**src/rtl/fib_pkg.sv**
```systemverilog
// Shared definitions for the Fibonacci sequence controller: controller
// state encoding and the default datapath widths.
package fib_pkg;

    localparam int DEFAULT_DATA_WIDTH = 32;
    localparam int DEFAULT_IDX_WIDTH  = 6;

    typedef enum logic [1:0] {
        IDLE = 2'd0,
        RUN  = 2'd1,
        RESP = 2'd2
    } fib_state_t;

endpackage

```
**src/rtl/fib_seq_ctrl_step.sv**
```systemverilog
// Term-pair register for the Fibonacci datapath. It holds the two most recent
// terms and exposes the carry-out of their sum, so the controller can track
// overflow without needing to know the datapath width.
module fib_step #(
    parameter int DATA_WIDTH = 32
) (
    input  logic                  clk,
    input  logic                  reset,
    input  logic                  load,
    input  logic                  step,
    output logic [DATA_WIDTH-1:0] prev,
    output logic [DATA_WIDTH-1:0] curr,
    output logic                  carry
);

    logic [DATA_WIDTH:0] sum_full;

    assign sum_full = {1'b0, curr} + {1'b0, prev};
    assign carry    = sum_full[DATA_WIDTH];

    // Reset clears the pair, load seeds it with (0, 1), step advances one term,
    // and any other cycle holds the pair unchanged.
    always_ff @(posedge clk) begin
        if (reset) begin
            prev <= '0;
            curr <= '0;
        end else if (load) begin
            prev <= '0;
            curr <= DATA_WIDTH'(1);
        end else if (step) begin
            prev <= curr;
            curr <= sum_full[DATA_WIDTH-1:0];
        end
    end

endmodule

```
**src/rtl/fib_seq_ctrl.sv**
```systemverilog
// Fibonacci term controller. A request for term n is accepted in IDLE. RUN then
// performs n additions, and RESP presents F(n) together with a sticky overflow
// flag until the consumer takes it. Abort or reset drops the transaction
// silently.
module fib_seq_ctrl
    import fib_pkg::*;
#(
    parameter int DATA_WIDTH = DEFAULT_DATA_WIDTH,
    parameter int IDX_WIDTH  = DEFAULT_IDX_WIDTH
) (
    input  logic                  clk,
    input  logic                  reset,
    input  logic                  req_valid,
    input  logic [IDX_WIDTH-1:0]  req_idx,
    output logic                  req_ready,
    input  logic                  abort,
    output logic                  resp_valid,
    input  logic                  resp_ready,
    output logic [DATA_WIDTH-1:0] resp_data,
    output logic                  resp_ovf,
    output logic                  busy
);

    fib_state_t             state;
    logic [IDX_WIDTH-1:0]   count;
    logic                   ovf;
    logic                   load;
    logic                   step;
    logic [DATA_WIDTH-1:0]  prev;
    logic [DATA_WIDTH-1:0]  curr;
    logic                   carry;

    assign load = (state == IDLE) && req_valid;
    assign step = (state == RUN) && !abort && (count != '0);

    fib_step #(
        .DATA_WIDTH (DATA_WIDTH)
    ) u_step (
        .clk   (clk),
        .reset (reset),
        .load  (load),
        .step  (step),
        .prev  (prev),
        .curr  (curr),
        .carry (carry)
    );

    // Controller sequencing. Reset wins over everything, and abort only matters
    // while a transaction is in flight. A retiring response always returns to
    // IDLE first, so a new request cannot be accepted on the same edge.
    always_ff @(posedge clk) begin
        if (reset) begin
            state <= IDLE;
            count <= '0;
            ovf   <= 1'b0;
        end else begin
            case (state)
                IDLE: begin
                    if (req_valid) begin
                        count <= req_idx;
                        ovf   <= 1'b0;
                        state <= RUN;
                    end
                end
                RUN: begin
                    if (abort) begin
                        state <= IDLE;
                    end else if (count != '0) begin
                        count <= count - IDX_WIDTH'(1);
                        ovf   <= ovf | carry;
                    end else begin
                        state <= RESP;
                    end
                end
                RESP: begin
                    if (abort || resp_ready) begin
                        state <= IDLE;
                    end
                end
                default: begin
                    state <= IDLE;
                end
            endcase
        end
    end

    assign req_ready  = (state == IDLE);
    assign busy       = (state != IDLE);
    assign resp_valid = (state == RESP);
    assign resp_data  = resp_valid ? curr : '0;
    assign resp_ovf   = resp_valid & ovf;

endmodule

```
**config.mk**
```make
export PLATFORM = sky130hd
export DESIGN_NAME = fib_seq_ctrl
export DESIGN_NICKNAME = d
export VERILOG_FILES = /design/src/rtl/fib_pkg.sv /design/src/rtl/fib_seq_ctrl_step.sv /design/src/rtl/fib_seq_ctrl.sv
export SDC_FILE = /design/constraint.sdc
export NUM_CORES = 1
export LEC_CHECK = 0
export BUFFER_PORTS_ARGS = -buffer_cell sky130_fd_sc_hd__buf_2
export CAP_MARGIN = 20
export CORE_ASPECT_RATIO = 1.1
export CORE_MARGIN = 8
export CORE_UTILIZATION = 43
export DETAILED_ROUTE_END_ITERATION = 8
export SYNTH_ARGS = -nofsm -noshare
export SYNTH_HDL_FRONTEND = slang
export SYNTH_HIERARCHICAL = 1
export SYNTH_SLANG_ARGS = --single-unit
```
**constraint.sdc**
```tcl
create_clock -name clk -period 3.45 [get_ports clk]
set_input_delay 0.8625 -clock clk [delete_from_list [all_inputs] [get_ports clk]]
set_output_delay 0.8625 -clock clk [all_outputs]
set_load 0.03 [all_outputs]
```
==> summary.txt <==
Synth
  • Syn nets: 628
  • Synth Area in Simple Gates: 24.0%
  • Cell taking the most area after synthesis: dfxtp_1
  • Mux contribution to synthesized area: 9.87%
  • Cell with the most instances after synthesis: dfxtp_1
  • EDFF count, synth: 0
  • Compound-Gate Fraction of Synth Area: 20.3%
  • Average size of a mapped cell: 8.39 µm²
  • Cell variety after synth: 69
  • Seq/Total Area, Yosys: 29.9%
  • Synthesis Warnings: 6
  • Post-synth top cells: dfxtp_1, nor2_1, a21oi_1
  • Top_reg_cell synth: dfxtp_1
  • Post-synth ARST share: 0%
  • #FFs+latches synth: 73
  • Synth Instances: 582
  • Post-Synth Adder-Cell Area: 9.13%
  • Main combinational cell family by area after synthesis: simple AND/OR/NAND/NOR gates
  • Xor/xnor share of the synthesized area: 2.87%
  • Mapped cell area: 4880 µm²
  • Largest cells by area after synthesis: dfxtp_1, mux2i_1, ha_1, nor2_1, a21oi_1
  • Share of the synthesized area in the top cell type: 29.9%

Worst hold path
  • Hold_sp: u_step/curr[19]$_SDFFE_PP0P_
  • Hold Crit Class: flip-flop to flip-flop
  • Hold worst-path end: u_step/curr[19]$_SDFFE_PP0P_
  • Hold path cells: 2

Place
  • Hpwl dp: 8450 µm
  • GPL Wtd Cong: 0.883
  • Placed inst area: 5240 µm²
  • Dpl cells: 757
  • I/O Buffers: 46

Global route
  • Initial antenna violation count: 0
  • GRT overflow: 0
  • Gr usage total: 15.5%
  • Number of global-route vias before repair: 4,181
  • Pin count of the biggest net entering global routing: 54
  • First-pass GRT wire length: 19,700 µm

Power and ir drop
  • PwrDens: 394 nW/µm²
  • Leak: 2.31 nW
  • Max IR drop VDD: 0.241 mV

Clock network
  • Setup bufs post-CTS: 0
  • CTS Sinks: 73
  • TritonCTS buffer count: 9
  • CTS HTree Levels: 3
  • Worst-Skew Late Latency: 340 ps
  • Clock transition at path regs: 50 ps
  • Hold buffer count at CTS: 0
  • Max Root-Sink Buffers: 2
  • CTS tree: yes
  • Root Driver: clkbuf_16
  • Post-cts sizing count: 0

Detailed routing
  • Via density: 5.44
  • WL final: 11,400 µm
  • Vias: 4,199
  • Post-route ant nets: 0
  • Drt initial violations: 208
  • Drt wl/cell: 14.7 µm
  • First-pass iteration count of the detailed router: 4
  • Drt drc: 0

Timing
  • Measured slew at the worst slew-check pin: 590 ps
  • Unrepaired setup endpoints after global routing: no
  • Tmin final: 2800 ps
  • Final setup fails: 0
  • Clock Skews: 9.61 ps
  • Fin crit share: 81.0%
  • Total Negative Setup Slacks: 0 ps
  • Relative slew slack: 60.2%
  • Final slew viol count: 0
  • Final Hold Vio Count: 0
  • Max Freq: 358 MHz

Cells and area
  • Share of cells above drive strength 1: 14.0%
  • Final Util: 49.3%
  • Fin nets: 664
  • Cell area after layout: 5570 µm²
  • Post-Layout Cell Count: 772
  • Ant diodes: 0
  • Area growth, synth to finish: 14.1%

Floorplan
  • Core region area: 11,300 µm²
  • Die Span Y: 128 µm
  • Initial core utilization: 43.2%
  • Die ar.: 15,000 µm²
  • Die Span X: 118 µm
  • FP Rows: 41
  • I/O Pins: 47

Critical path
  • Register-to-register setup slack: 730 ps
  • Worst path max stage delay: 470 ps
  • Critical R2R Capture: ovf$_SDFFE_PP0P_
  • Top delay family on crit path: simple AND/OR/NAND/NOR gates
  • Crit path cell chain: and2b_1, buf_4, and2_1, buf_2
  • Slowest CP cell: dfxtp_1
  • Max FO, Critical Path: 18
  • Crit path arrival time: 1930 ps
  • R2R depth: 11
  • Crit Path Class: flip-flop to primary output
  • Bufs and invs on worst path: 2
  • Worst r2r src: u_step/curr[0]$_SDFFE_PP0P_
  • Critical Path End Type: primary output
  • CP required: 2590 ps
  • Startpoint Class: flip-flop
  • Start point of the critical path: state[1]$_SDFFE_PP0P_

Run status
  • Status: complete, no violations

Job
  • Max-cap violations: 0
==> how the worst max path moves through the flow <==
stage / cells after the start / endpoint / slack, ps
floorplan: 11 / ovf$_SDFFE_PP0P_ / 1040
global route: 4 / resp_data[30] / 430
CTS: 4 / resp_data[30] / 550
finish: 4 / resp_data[30] / 650
global placement: 11 / ovf$_SDFFE_PP0P_ / 830
detailed placement: 11 / ovf$_SDFFE_PP0P_ / 760
==> registers in the layout, summed over array words and instances, names as in the netlist <==
name,flops
u_step/curr,32
u_step/prev,32
count,6
state,2
ovf,1
==> layer usage <==
layer	up-vias	wire length, µm	track usage (%)
met4	0	148	6.26
li1	2169	-	-
met3	13	411	3.35
met2	72	5370	25.8
met5	-	0	0
met1	1945	5420	19.2
==> area by class of cell <==
cell class | instances | area, µm²
Fill cell | 1130 | 5720
Multi-Input combinational cell | 464 | 3230
Sequential cell | 73 | 1460
Timing Repair Buffer | 52 | 288
Clock buffer | 13 | 270
Tap cell | 150 | 188
Inverter | 18 | 67.6
Clock inverter | 2 | 60.1
==> logic make-up (layout without fill, tap and decap cells) <==
logic type      count (synthesis)  count (layout)
buf+inv                        45              85
flops                          73              73
xor+xnor                       16              16
simple gates                  216             216
compound gates                149             149
fa+ha+maj                      35              35
mux                            48              48
==> tightest hold or removal path: cells and delay by family (launching register included) <==
family	cells	cell delay, ps
flip-flops	1	330
AND/OR/NAND/NOR	1	70
AO/OA/AOI/OAI	1	50
==> metrics by stage <==
step / power [mW] / worst slack [ps] / hold WS [ps]
6_report: 2.19 / 654 / 502
5_1_grt: 2.30 / 430 / 522
4_1_cts: 2.23 / 547 / 505
3_5_place_dp: 1.19 / 762 / 493
3_3_place_gp: 1.18 / 833 / 482
2_1_floorplan: 1.13 / 1040 / 458
==> report_power, final <==
group          switching [mW]  leakage (nW)  internal (mW)
sequential             0.0238         0.589          0.861
clock                   0.340         0.162          0.688
combinational           0.172          1.56          0.110
total                   0.536          2.31           1.66
==> layout by cell type, fill, tap and decap left out, drive strengths merged, types with 3 or more instances in the layout <==
cell    instances
or2             3
a211o           3
nor3b           7
nor3            9
a311oi          3
o21ai          27
buf            52
o21a            3
nand2          30
or3             7
xnor2          10
nor2           71
nand3          14
a31oi           8
and2           37
dfxtp          73
o31ai           4
o211ai          9
nand3b          4
mux2i          47
nand4           9
clkbuf         13
a21o           15
ha             34
xor2            6
a21oi          51
a211oi          5
a21boi          5
nand2b          8
and3            4
inv            18
Power figures use the tool's default switching activity.
